File: src/rtl/timer_irq_source_pkg.sv
// ---------------------------------------------------------------------------
// timer_irq_source_pkg
//   Shared definitions for the memory-mapped countdown timer:
//   FSM state encoding, register word offsets, CTRL bit positions and
//   mode codes.
// ---------------------------------------------------------------------------
package timer_irq_source_pkg;

   // FSM state encoding.
   typedef enum logic [1:0] {
      ST_IDLE = 2'd0,
      ST_LOAD = 2'd1,
      ST_CNT  = 2'd2,
      ST_INT  = 2'd3
   } state_t;

   // Register word offsets as seen on addr.
   localparam logic [1:0] OFF_CTRL   = 2'd0;
   localparam logic [1:0] OFF_PRESET = 2'd1;
   localparam logic [1:0] OFF_COUNT  = 2'd2;
   localparam logic [1:0] OFF_RSVD   = 2'd3;

   // CTRL bit positions.
   localparam int CTRL_EN_BIT  = 0;
   localparam int CTRL_MODE_LO = 1;
   localparam int CTRL_MODE_HI = 2;
   localparam int CTRL_IM_BIT  = 3;

   // Mode codes. Codes 2'b1x behave as one-shot.
   localparam logic [1:0] MODE_ONESHOT = 2'b00;
   localparam logic [1:0] MODE_RELOAD  = 2'b01;

   // Only the auto-reload code selects reload behaviour; everything else is one-shot.
   function automatic logic is_reload(input logic [1:0] mode);
      return (mode == MODE_RELOAD);
   endfunction

endpackage

File: src/rtl/timer_irq_source.sv
// ---------------------------------------------------------------------------
// timer_irq_source
//   Memory-mapped countdown timer driving one CP0 HWInt line.
//   Registers: CTRL (Enable, Mode, IM), PRESET (r/w), COUNT (read-only).
//   One-shot mode holds irq until software writes CTRL; auto-reload mode
//   produces a one-cycle irq pulse every PRESET+2 cycles.
//
// Ports
//   clk    in   1   clock
//   reset  in   1   synchronous, active-high reset
//   addr   in   2   word offset: 0 CTRL, 1 PRESET, 2 COUNT, 3 reserved
//   we     in   1   write strobe, sampled on posedge clk
//   wdata  in  32   write data
//   rdata  out 32   combinational read of the register selected by addr
//   irq    out  1   interrupt request = irq_flag & CTRL.IM
// ---------------------------------------------------------------------------
module timer_irq_source
   import timer_irq_source_pkg::*;
#(
   parameter int CNT_W = 32
) (
   input  logic        clk,
   input  logic        reset,
   input  logic [1:0]  addr,
   input  logic        we,
   input  logic [31:0] wdata,
   output logic [31:0] rdata,
   output logic        irq
);

   localparam logic [CNT_W-1:0] CNT_ONE = CNT_W'(1);

   state_t           state;
   logic             ctrl_en;
   logic [1:0]       ctrl_mode;
   logic             ctrl_im;
   logic [CNT_W-1:0] preset;
   logic [CNT_W-1:0] count;
   logic             irq_flag;

   logic ctrl_wr;
   logic preset_wr;

   assign ctrl_wr   = we && (addr == OFF_CTRL);
   assign preset_wr = we && (addr == OFF_PRESET);

   // Both inputs are flops, so the request is glitch-free and synchronous.
   assign irq = irq_flag & ctrl_im;

   // NOTE: non-blocking assignments throughout; where two assignments to the
   // same register fall on one edge, the later one in this block wins. That
   // ordering is deliberate below: the FSM's flag set follows the software
   // acknowledge so a new expiry is never lost.
   always_ff @(posedge clk) begin
      if (reset) begin
         state     <= ST_IDLE;
         ctrl_en   <= 1'b0;
         ctrl_mode <= MODE_ONESHOT;
         ctrl_im   <= 1'b0;
         preset    <= '0;
         count     <= '0;
         irq_flag  <= 1'b0;
      end else begin
         // Any CTRL write acknowledges, even if the value is unchanged.
         if (ctrl_wr) begin
            ctrl_en   <= wdata[CTRL_EN_BIT];
            ctrl_mode <= wdata[CTRL_MODE_HI:CTRL_MODE_LO];
            ctrl_im   <= wdata[CTRL_IM_BIT];
            irq_flag  <= 1'b0;
         end

         // PRESET is only consumed in LOAD, so a write mid-count waits for the next reload.
         if (preset_wr) begin
            preset <= wdata[CNT_W-1:0];
         end

         case (state)
            ST_IDLE: begin
               if (ctrl_en) begin
                  state <= ST_LOAD;
               end
            end

            ST_LOAD: begin
               count <= preset;
               state <= ST_CNT;
            end

            ST_CNT: begin
               if (!ctrl_en) begin
                  state <= ST_IDLE;              // COUNT holds; re-enable reloads
               end else if (count > CNT_ONE) begin
                  count <= count - CNT_ONE;
               end else begin
                  // count is 1 or 0 (PRESET of 0); both expire without wrapping
                  count    <= '0;
                  irq_flag <= 1'b1;
                  state    <= ST_INT;
               end
            end

            ST_INT: begin
               if (is_reload(ctrl_mode)) begin
                  irq_flag <= 1'b0;
                  state    <= ST_LOAD;
               end else begin
                  // A software CTRL write on this edge keeps its Enable value.
                  if (!ctrl_wr) begin
                     ctrl_en <= 1'b0;
                  end
                  state <= ST_IDLE;
               end
            end

            default: state <= ST_IDLE;
         endcase
      end
   end

   // NOTE: rdata gets a default before the case so no path leaves it unassigned (no latch).
   always_comb begin
      rdata = '0;
      case (addr)
         OFF_CTRL: begin
            rdata[CTRL_EN_BIT]               = ctrl_en;
            rdata[CTRL_MODE_HI:CTRL_MODE_LO] = ctrl_mode;
            rdata[CTRL_IM_BIT]               = ctrl_im;
         end
         OFF_PRESET: rdata[CNT_W-1:0] = preset;
         OFF_COUNT:  rdata[CNT_W-1:0] = count;
         OFF_RSVD:   rdata = '0;
      endcase
   end

endmodule

File: config.mk
export PLATFORM = sky130hd
export DESIGN_NAME = timer_irq_source
export DESIGN_NICKNAME = d
export VERILOG_FILES = /design/src/rtl/timer_irq_source_pkg.sv /design/src/rtl/timer_irq_source.sv
export SDC_FILE = /design/constraint.sdc
export NUM_CORES = 1
export LEC_CHECK = 0
export ABC_CLOCK_PERIOD_IN_PS = 4600
export CAP_MARGIN = 20
export CORE_MARGIN = 5
export CORE_UTILIZATION = 58
export DETAILED_ROUTE_END_ITERATION = 6
export GPL_ROUTABILITY_DRIVEN = 1
export PLACE_DENSITY = 0.84
export SYNTH_ARGS = -nofsm -noshare
export SYNTH_HDL_FRONTEND = slang
export SYNTH_SLANG_ARGS = --single-unit
File: constraint.sdc
create_clock -name clk -period 4.6 [get_ports clk]
set_clock_uncertainty 0.1 [all_clocks]
set_input_delay 0.92 -clock clk [delete_from_list [all_inputs] [get_ports clk]]
set_output_delay 0.92 -clock clk [all_outputs]
set_load 0.02 [all_outputs]
# Word-level counts from Yosys, hierarchy flattened
# Index checks and enable logic that the tools add are counted.
[word_totals]
ff_bits = 71
inputBits = 37
output_inout_bits = 33
word_cells = 46
[classes]
n_addsub = 1
order_cmp = 1
eq_ne = 10
muxes = 19
n_bitwise = 1
n_reduce_logical = 7
[ops]
columns = ["operator", "count"]
rows = [
  ["32-bit two-way mux", 2],
  ["32-bit case mux with 2 select lines", 1],
  ["28-bit case mux with 2 select lines", 1],
  ["32-bit by 1-bit > comparator with 1-bit output, second input constant", 1],
  ["32-bit by 1-bit subtractor with 32-bit output, second input constant", 1],
  ["4-bit case mux with 4 select lines", 1],
  ["1-bit two-way mux", 9],
  ["2-bit equality test, second input constant", 4],
  ["2-bit case mux with 4 select lines", 1],
  ["2-bit by 1-bit equality test with 1-bit output, second input constant", 3],
  ["2-bit two-way mux", 3],
  ["2-bit logical NOT", 2],
  ["2-bit inequality test, second input constant", 2],
  ["2-bit AND reduction", 2],
  ["3-bit inequality test, second input constant", 1],
  ["1-bit logical AND", 2],
  ["1-bit case mux with 2 select lines", 1],
  ["2-bit nonzero test", 1],
  ["1-bit AND", 1],
]

# Depth between registers and ports, before layout
[depth]
word_depth = 6
mapped_depth = 8
mapped_depth_nobuf = 7

# Least setup slack after synthesis
# No wires, ideal clock.
[synth_timing]
kind = "input port to output port"
startpoint = "in addr[1]"
endpoint = "out rdata[0]"
arrival_time_ns = 2.225
t_required_ns = 3.580
slack_ns = 1.355
cell_stages = 6
path_buffers = 2
cell_sequence = "inv_1 -> ha_1 -> clkbuf_1 -> clkbuf_1 -> a22oi_1 -> o21ai_0"
[synth_via]
elab_chain_cells = 2
elab_cells_between_ends = 5
cone_classes = "eq/ne: 3; mux: 1; reduce/logical: 1"
[synth_rtl]
columns = ["item", "line", "rtl"]
rows = [
  ["start, declared", "timer_irq_source.sv:24", "input logic [1:0] addr,"],
  ["2-bit equality test, or another cell as far along", "timer_irq_source.sv:123", "case (addr)"],
  ["4-bit case mux with 4 select lines *", "timer_irq_source.sv:123", ""],
  ["end, declared", "timer_irq_source.sv:27", "output logic [31:0] rdata,"],
]
# Every way passes the cells marked *; elsewhere a longest branch is shown, timed or not.

# Worst setup path in the final report
[layout_timing]
startpoint = "in addr[0]"
endpoint = "out rdata[29]"
[layout_via]
elab_chain_cells = 2
elab_cells_between_ends = 3
cone_classes = "eq/ne: 2; mux: 1"
[layout_rtl]
columns = ["item", "line"]
rows = [
  ["2-bit equality test / 2-bit by 1-bit equality test with 1-bit output (equally long branches)", "timer_irq_source.sv:123"],
  ["28-bit case mux with 2 select lines *", "timer_irq_source.sv:123"],
]
# Marked as above.

==> flow_summary.yaml <==
die:
  start_util_pct: 58.7
  die_x_um: 95.2
  core_mm2: 0.00718
  io_pins: 70
  die_height_um: 95.2
  rows: 31
  design.die.area_mm2: 0.00906
clocking:
  cts_tree: "done"
  cts_setup_buffers: 0
  cts.sinks: 71
  cts.repair.resized: 0
  cts_hold_buf: 0
  clk_latency_ns: 0.35
  h-tree-depth: 3
  numCtsBuffers: 9
  clockRootBuffer: "clkbuf_8"
  clockBufferDepth: 2
  clkSlewWorstSetupHoldPaths_ns: 0.07
setup_path:
  cpMostUsedCell: "clkdlybuf4s50_1"
  crit_chain: "clkdlybuf4s50_1 -> inv_1 -> ha_1 -> buf_4 -> nor2b_1 -> clkdlybuf4s50_1"
  critPathArrivalTime_ns: 3.16
  cp_slowest_cell: "clkdlybuf4s50_1"
  worst-path-max-fanout: 15
  cp-end-kind: "primary output"
  cp.required_ns: 3.58
  crit_buf_inv: 4
  critPathKind: "input port to primary output"
  cpLargestDelayFamily: "buffers and inverters"
  max_stage_delay_ns: 0.63
  startpoint_type: "input port"
routing:
  wl_mm: 12.3
  vias: 4575
  via_per_inst: 6.47
  dr.pass1.iters: 5
  wire_per_inst_um: 17.4
  drc: 0
  drtIter0Drc: 436
  ant_nets: 0
power:
  leakagePower_uw: 0.00168
  p_per_area_mw_per_mm2: 287
  worst_ir_drop_vdd_v: 0.000185
logic_synthesis:
  synth_most_common_cell: "nand2_1"
  synth.area.top_cells: "dfxtp_1, nand2_1, a21oi_1"
  syn-cell-area_mm2: 0.00421
  synth-main-ff-cell: "dfxtp_1"
  yosysSeqAreaShare_pct: 33.8
  synth_edf_count: 0
  synth_warnings: 0
  synth_cells: 566
  synth_top_area_cell: "dfxtp_1"
  yosysUniqueCellTypes: 46
  synth_common_cells: "nand2_1, dfxtp_1, a21oi_1, clkbuf_1, o21ai_0"
  yosysTopAreaCellShare_pct: 33.8
  synthArstFlopShare_pct: 0
  avgSynthCellArea_um2: 7.44
  ys_ff_latch: 71
  synth_nets: 609
sta:
  maxSlewViolCount: 0
  rsz0062_at_grt: "no"
  maxClockFrequency_mhz: 240
  setup_viol: 0
  setup_tns_ns: 0
  relSlewSlack_pct: 35.2
  worstMarginPinSlew_ns: 0.972
  min_period_ns: 4.18
  hold_viol: 0
  period_share_pct: 90.8
cells_and_area:
  multi_input_area_mm2: 0.00253
  ff_latch_area_mm2: 0.00142
  final_nets: 646
  antenna_cells: 0
  area_delta_synth_final_pct: 21.8
  final.fill_count: 577
  drive_above_1_share_pct: 5.92
  postLayoutCoreUtil_pct: 71.5
min_path:
  hold_path_class: "flip-flop to flip-flop"
run_status:
  status: "completed"
place:
  place_congestion: 0.914
  portBuffers: 69
  post-dp-hpwl_mm: 7.93
global_route:
  grt_pass1_wl_mm: 19.8
  grt_max_degree: 47
  grt_pass1_vias: 4161
  grt.total_usage_pct: 27.2
  grt_overflow: 0
  antenna_found_initial: 0
run:
  max_cap_viol_count: 0
[stage by stage]
| step | cell area (um^2) | hold WS (ns) | setup slack [ns] | total power (uW) | cells |
|---|---|---|---|---|---|
| floorplan | 4210 | 0.345 | 1.35 | 825 | 566 |
| global placement | 4850 | 0.355 | 0.556 | 896 | 689 |
| detailed placement | 4850 | 0.359 | 0.472 | 905 | 689 |
| CTS | 5070 | 0.369 | 0.455 | 1460 | 705 |
| global route | 5130 | 0.392 | 0.305 | 1530 | 707 |
| finish | 5130 | 0.370 | 0.425 | 1470 | 707 |
[routing by layer]
layer  up-vias  track usage [%]  part of all wire, %
li1       2155                -                    -
met1      2127             36.1                   40
met2       252             44.0                   48
met3        41             5.37                  8.8
met4         0             9.38                  2.7
met5         -                0                    0
[report_power, final]
part / internal [uW] / switching (uW)
Sequential: 631 / 21.8
Combinational: 101 / 148
Clock: 321 / 250
Total: 1050 / 420
[worst register-to-register path, stage by stage (launching register included)]
cell and delay [ns]:
dfxtp_1 0.37, inv_1 0.10, ha_1 0.24, nor4b_2 0.44, nand4_1 0.61, or4b_1 0.70
a211o_1 0.31, a211oi_1 0.20
[cell type report]
cell class                      instances  area share (%)
Inverter                                8           0.586
Clock inverter                          5            1.59
Sequential cell                        71            27.7
Tap cell                               99            2.42
Multi-Input combinational cell        434            49.3
Clock buffer                           11            2.76
Timing Repair Buffer                   79            15.6
[placed cells by master, fill, tap and decap left out, drive strengths merged, types with 4 or more instances in the layout]
cell	netlist	routed
o31ai	6	6
clkdlybuf4s50	0	68
a22oi	32	32
clkbuf	44	11
nand3	27	27
o41ai	4	4
o21ai	44	44
inv	8	8
buf	9	11
nand2	89	89
or3	4	4
o211ai	9	9
nor2b	29	29
dfxtp	71	71
or4	6	6
a211oi	26	26
nand2b	4	4
ha	6	6
a211o	7	7
nor2	23	23
a21oi	61	61
nor3	8	8
nor4	11	11
o31a	7	7
nand4	7	7
[sequential cells by signal, indices dropped and copies added (netlist names)]
signal / cells
count: 32
preset: 32
ctrl_mode: 2
state: 2
ctrl_en: 1
ctrl_im: 1
irq_flag: 1
[final timing paths]
check | startpoint | endpoint | slack [ns] | cells past startpoint
max | addr[0] | rdata[29] | 0.42 | 6
min | preset[27] | preset[27] | 0.37 | 2
max reg2reg | count[0] | count[18] | 1.44 | 7
min reg2reg | preset[27] | preset[27] | 0.37 | 2
[kinds of logic after synthesis]
| kind of cell | after synthesis | synth area share [%] |
|---|---|---|
| DFF | 71 | 33.8 |
| AOI/OAI and AO/OA | 205 | 31.7 |
| adders and majority gates | 6 | 1.78 |
| muxes | 1 | 0.268 |
| buffers and inverters | 61 | 6.12 |
| and+or+nand+nor | 222 | 26.3 |
(Power assumes the default switching activity.)
